[config.mk]
export PLATFORM = sky130hd
export DESIGN_NAME = branch_resolve_unit
export DESIGN_NICKNAME = d
export VERILOG_FILES = /design/src/rtl/branch_resolve_unit.sv
export SDC_FILE = /design/constraint.sdc
export NUM_CORES = 1
export LEC_CHECK = 0
export ABC_AREA = 1
export CELL_PAD_IN_SITES_DETAIL_PLACEMENT = 0
export CELL_PAD_IN_SITES_GLOBAL_PLACEMENT = 1
export CORE_UTILIZATION = 24
export DETAILED_ROUTE_END_ITERATION = 16
export GPL_TIMING_DRIVEN = 0
export HOLD_SLACK_MARGIN = 0.15
export PLACE_DENSITY = 0.59
export SLEW_MARGIN = 10
export SYNTH_ARGS = -nofsm -noshare
export SYNTH_HDL_FRONTEND = slang
export SYNTH_SLANG_ARGS = --single-unit
[constraint.sdc]
create_clock -name clk -period 3.5 [get_ports clk]
set_input_delay 0.35 -clock clk [delete_from_list [all_inputs] [get_ports clk]]
set_output_delay 0.35 -clock clk [all_outputs]
set_load 0.05 [all_outputs]
[src/rtl/branch_resolve_unit.sv]
`default_nettype none
// ============================================================================
// Module      : branch_resolve_unit
// Description : EX-stage branch/jump resolution with registered PC redirect,
//               flush and a 2-bit branch history table for fetch prediction.
// Revision    : 1.0 - initial release
// ============================================================================
module branch_resolve_unit #(
    parameter int XLEN        = 32,
    parameter int BHT_ENTRIES = 64
) (
    input  logic            clk,
    input  logic            rst_n,
    input  logic            stall,
    input  logic [XLEN-1:0] if_pc,
    output logic            if_pred_taken,
    input  logic            ex_valid,
    input  logic            ex_is_branch,
    input  logic            ex_is_jal,
    input  logic            ex_is_jalr,
    input  logic            ex_cmp_result,
    input  logic            ex_pred_taken,
    input  logic [XLEN-1:0] ex_pc,
    input  logic [XLEN-1:0] ex_imm,
    input  logic [XLEN-1:0] ex_rs1,
    output logic            redirect_valid,
    output logic [XLEN-1:0] redirect_pc,
    output logic            flush,
    output logic [31:0]     mispredict_count
);

    localparam int IDX_W = $clog2(BHT_ENTRIES);

    logic [1:0]      r_bht [BHT_ENTRIES];
    logic            r_redirect_valid;
    logic [XLEN-1:0] r_redirect_pc;
    logic [31:0]     r_count;

    logic [IDX_W-1:0] w_if_idx;
    logic [IDX_W-1:0] w_ex_idx;
    logic             w_fire;
    logic             w_is_jalr;
    logic             w_is_jal;
    logic             w_is_br;
    logic             w_taken;
    logic             w_need_redirect;
    logic [XLEN-1:0]  w_pc_imm;
    logic [XLEN-1:0]  w_rs1_imm;
    logic [XLEN-1:0]  w_pc_plus4;
    logic [XLEN-1:0]  w_target;
    logic [1:0]       w_ctr_cur;
    logic [1:0]       w_ctr_next;
    logic             w_unused_bits;

    assign w_if_idx      = if_pc[IDX_W+1:2];
    assign w_ex_idx      = ex_pc[IDX_W+1:2];
    assign if_pred_taken = r_bht[w_if_idx][1];

    // Illegal multi-flag decodes resolve as jalr > jal > branch.
    assign w_is_jalr = ex_is_jalr;
    assign w_is_jal  = ex_is_jal & ~ex_is_jalr;
    assign w_is_br   = ex_is_branch & ~ex_is_jal & ~ex_is_jalr;

    // Instructions in EX while a redirect is pending are wrong-path.
    assign w_fire  = ex_valid & ~stall & ~r_redirect_valid;
    assign w_taken = w_is_jal | w_is_jalr | (w_is_br & ex_cmp_result);

    assign w_pc_imm   = ex_pc + ex_imm;
    assign w_rs1_imm  = ex_rs1 + ex_imm;
    assign w_pc_plus4 = ex_pc + {{(XLEN-3){1'b0}}, 3'd4};

    always_comb begin
        w_target        = w_pc_imm;
        w_need_redirect = 1'b0;
        if (w_is_jalr) begin
            w_target        = {w_rs1_imm[XLEN-1:1], 1'b0};
            w_need_redirect = w_fire;
        end else if (w_is_jal) begin
            w_need_redirect = w_fire;
        end else if (w_is_br) begin
            w_need_redirect = w_fire & (w_taken ^ ex_pred_taken);
            if (!w_taken) begin
                w_target = w_pc_plus4;
            end
        end
    end

    assign w_ctr_cur = r_bht[w_ex_idx];

    always_comb begin
        w_ctr_next = w_ctr_cur;
        if (w_taken && w_ctr_cur != 2'b11) begin
            w_ctr_next = w_ctr_cur + 2'b01;
        end else if (!w_taken && w_ctr_cur != 2'b00) begin
            w_ctr_next = w_ctr_cur - 2'b01;
        end
    end

    always_ff @(posedge clk or negedge rst_n) begin
        if (!rst_n) begin
            for (int i = 0; i < BHT_ENTRIES; i++) begin
                r_bht[i] <= 2'b01;
            end
        end else if (w_fire && w_is_br) begin
            r_bht[w_ex_idx] <= w_ctr_next;
        end
    end

    // A pending redirect holds through stalls and drops on the first free edge.
    always_ff @(posedge clk or negedge rst_n) begin
        if (!rst_n) begin
            r_redirect_valid <= 1'b0;
            r_redirect_pc    <= '0;
            r_count          <= '0;
        end else if (w_need_redirect) begin
            r_redirect_valid <= 1'b1;
            r_redirect_pc    <= w_target;
            r_count          <= r_count + 32'd1;
        end else if (r_redirect_valid && !stall) begin
            r_redirect_valid <= 1'b0;
        end
    end

    assign redirect_valid   = r_redirect_valid;
    assign flush            = r_redirect_valid;
    assign redirect_pc      = r_redirect_pc;
    assign mispredict_count = r_count;

    assign w_unused_bits = &{1'b0, if_pc[XLEN-1:IDX_W+2], if_pc[1:0], w_rs1_imm[0]};

endmodule
`default_nettype wire

==> impl_metrics.tcl <==
set metrics [dict create \
    outcome "finished clean" \
    die_w_um 265 \
    internal-power_uw 4260 \
    drv_cap 0 \
    final_common_cell "nand2_1" \
    drtIter0Drc 1497 \
    grt_pass1_vias 18000 \
    synth_area_um2 16600 \
    path_buf_inv 4 \
    rows 96 \
    p_sw_share_pct 43.1 \
    seq_area_frac_synth_pct 29.6 \
    grt_usage_pct 22.2 \
    timing.fmax_mhz 301 \
    crit_chain "clkdlybuf4s50_1 -> inv_1 -> clkbuf_2 -> o21ai_0 -> o22ai_1 -> o21ai_0 -> o211ai_1 -> o211ai_1 -> nand2_1 -> clkbuf_2" \
    cts_max_level 4 \
    netlist_instances 2710 \
    antenna_found_initial 4 \
    clock-root-buffer "clkbuf_16" \
    arrival_ps 2970 \
    p_clk_share_pct 28.7 \
    finalSetupViolCount 0 \
    clock_latency_ps 500 \
    drv_slew 0 \
    n_fill_cell 7692 \
    post_drt_wl_per_cell_um 20.3 \
    routed_wl_mm 78.2 \
    crit_type "primary input to output pin" \
    ir_drop_mv 0.286 \
    multi_input_area_um2 9950 \
    place_worst_setup_slack_ps -1060 \
    core-area_um2 68600 \
    relSlewSlack_pct 39.9 \
    fin_setup_tns_ps 0 \
    cts_num_sinks 193 \
    p_sw_uw 3230 \
    start_kind "primary input" \
    via_count 18500 \
    overflow 0 \
    critPathMaxFanout 10 \
    critPathCaptureType "output pin" \
    seq_area_um2 4910 \
    yosys_warnings 0 \
    ant_nets 0 \
    grt_pass1_wl_mm 115 \
    worst_pin_slew_ps 902 \
    comb_power_share_pct 36.8 \
    r2r-start "r_bht[80]$_DFFE_PN1P_" \
    synth-main-ff-cell "dfrtp_1" \
    synth_seq_cells 193 \
    clock_skew_ps 29.8 \
    cts_buffers 17 \
    synthToLayoutAreaGrowth_pct 22.3 \
    hold_ws_ps 467 \
    cts_buffer_depth 2 \
    critPathMaxStageDelay_ps 620 \
    period_needed_ps 3320 \
    io_buffers 176 \
    syn-num-nets 2914 \
    final_cell_mix "nand2_1, inv_1, nor2_1" \
    seqPwrFrac_pct 34.4 \
    rsz0062_at_grt "false" \
    min_path_type "flip-flop to flip-flop" \
    powerDensity_nw_per_um2 369 \
    hold_path_startpoint "r_bht[28]$_DFFE_PN1P_" \
    hpwl_mm 60.9 \
    pin_count 204 \
    hold_viol_final 0 \
    power_leakage_uw 0.00964 \
    cts_tree "done" \
    clk_pin_slew_worst_paths_ps 70 \
    drc_errors 0 \
    async_reset_ff_share_pct 100 \
    layout-drive-gt1-share_pct 6.73 \
    n_antenna_cell 0 \
    die-area_um2 70200 \
    crit_slowest_cell "clkdlybuf4s50_1" \
    final_net_count 3117 \
    netlist-cell-type-count 48 \
    period_share_pct 94.8 \
    grt_max_degree 100 \
    synth-edff-count 0 \
    start_util_pct 24.2 \
    vias_per_cell 4.79 \
    critical_path.startpoint "if_pc[3]" \
    drtPass1Iterations 6 \
    fin_ws_ps 181 \
    synth_area_per_cell_um2 6.13 \
    worstPathRequired_ps 3150 \
    gp_congestion 0.927 \
    fp.dieH_um 265 \
    cpLargestDelayFamily "buffers and inverters" \
]
cell usage after synthesis, types with 3 or more instances:
library cell  instances  area (um^2)
nand2_1            1022         3840
dfstp_2              64         1680
nand3b_1             12         90.1
a21oi_1             121          606
nor2_2                5         31.3
o21bai_1             11         82.6
xnor2_1              11         96.3
a21o_1                4         30.0
and2_1                4         25.0
inv_1               323         1210
nand3_1             236         1180
nor2_1              244          916
xor2_1               42          368
o211ai_1              7         52.6
inv_4                 3         18.8
nand3_4               4         70.1
clkbuf_1             36          135
nor4_1                6         37.5
nand4_1              21          131
o22ai_1              18          113
clkinv_1              3         11.3
ha_1                 65          813
buf_4                15          113
dfrtp_1             129         3230
nor3_1              106          531
nand2_2               4         25.0
o21ai_1              15         75.1
buf_2                14         70.1
inv_2                 7         26.3
buf_6                15          169
o21ai_0             109          546
a31oi_1               8         50.1
or2_2                 4         25.0
final timing paths:
| kind | cells after the start | slack [ps] | endpoint |
|---|---|---|---|
| setup / recovery | 10 | 180 | if_pred_taken |
| hold / removal | 2 | 470 | r_bht[28]$_DFFE_PN1P_ |
| setup reg to reg | 18 | 540 | r_bht[30]$_DFFE_PN1P_ |
| hold reg to reg | 2 | 470 | r_bht[28]$_DFFE_PN1P_ |
| max in group asynchronous | 3 | 1980 | redirect_pc[30]$_DFFE_PN0P_ |
| min in group asynchronous | 2 | 480 | r_bht[85]$_DFFE_PN0P_ |
logic make-up after synthesis:
| logic type | count (synthesis) | share of synthesized area (%) |
|---|---|---|
| fa+ha+maj | 67 | 5.14 |
| flops | 193 | 29.6 |
| simple gates | 1678 | 42.1 |
| xor+xnor | 53 | 2.80 |
| buf+inv | 418 | 10.6 |
| compound gates | 301 | 9.73 |
registers in the layout, summed over array words and instances, names as in the netlist:
| name | count |
|---|---|
| redirect_pc | 32 |
| r_bht | 128 |
| mispredict_count | 32 |
| flush | 1 |
layer usage:
metal | part of all wire [%] | vias to the layer above | global-route usage [%]
li1 | - | 9044 | -
met1 | 45 | 8756 | 29.1
met2 | 47 | 567 | 36.6
met3 | 5.2 | 109 | 3.42
met4 | 3.2 | 6 | 8.23
met5 | 0.047 | - | 0
worst min-delay path, delay by kind of cell, from the launching register on:
family	cells	cell delay, ps
flops	1	370
simple gates	2	100
power groups by stage:
| stage | Sequential [uW] | Clock (uW) | Combinational [uW] |
|---|---|---|---|
| final | 2580 | 2150 | 2760 |
| after global routing | 2600 | 2300 | 2970 |
| after CTS | 2580 | 2230 | 2760 |
| after detailed placement | 2620 | 0 | 2740 |
| after global placement | 2620 | 0 | 2740 |
| after floorplan | 3140 | 0 | 1080 |
through the flow:
| stage | power [uW] | utilization [%] | area (um^2) | cells |
|---|---|---|---|---|
| finish | 7490 | 29.6 | 20300 | 3857 |
| global route | 7870 | 29.6 | 20300 | 3857 |
| CTS | 7570 | 29.5 | 20300 | 3853 |
| detailed placement | 5360 | 28.5 | 19600 | 3818 |
| global placement | 5350 | 28.5 | 19500 | 3817 |
| floorplan | 4220 | - | 16600 | 2710 |
what timing repair did:
| item | in CTS | in global routing |
|---|---|---|
| buffers inserted | 2 | 4 |
| gates resized for setup | 22 | 12 |
| endpoints found under the setup margin | 129 | 81 |
| hold buffers | 1 | 0 |
| pin swaps | 3 | 2 |
| hold endpoints to repair | 48 | 0 |
cell type report:
class | count | share of cell area (%)
clock inverter | 15 | 1.03
sequential | 193 | 24.2
timing repair buffer | 184 | 9.05
buffer | 82 | 2.53
inverter | 336 | 6.36
tap | 931 | 5.74
multi-input combinational | 2099 | 49.0
clock buffer | 17 | 2.10
Note: power is estimated with default switching activity, not from simulation.
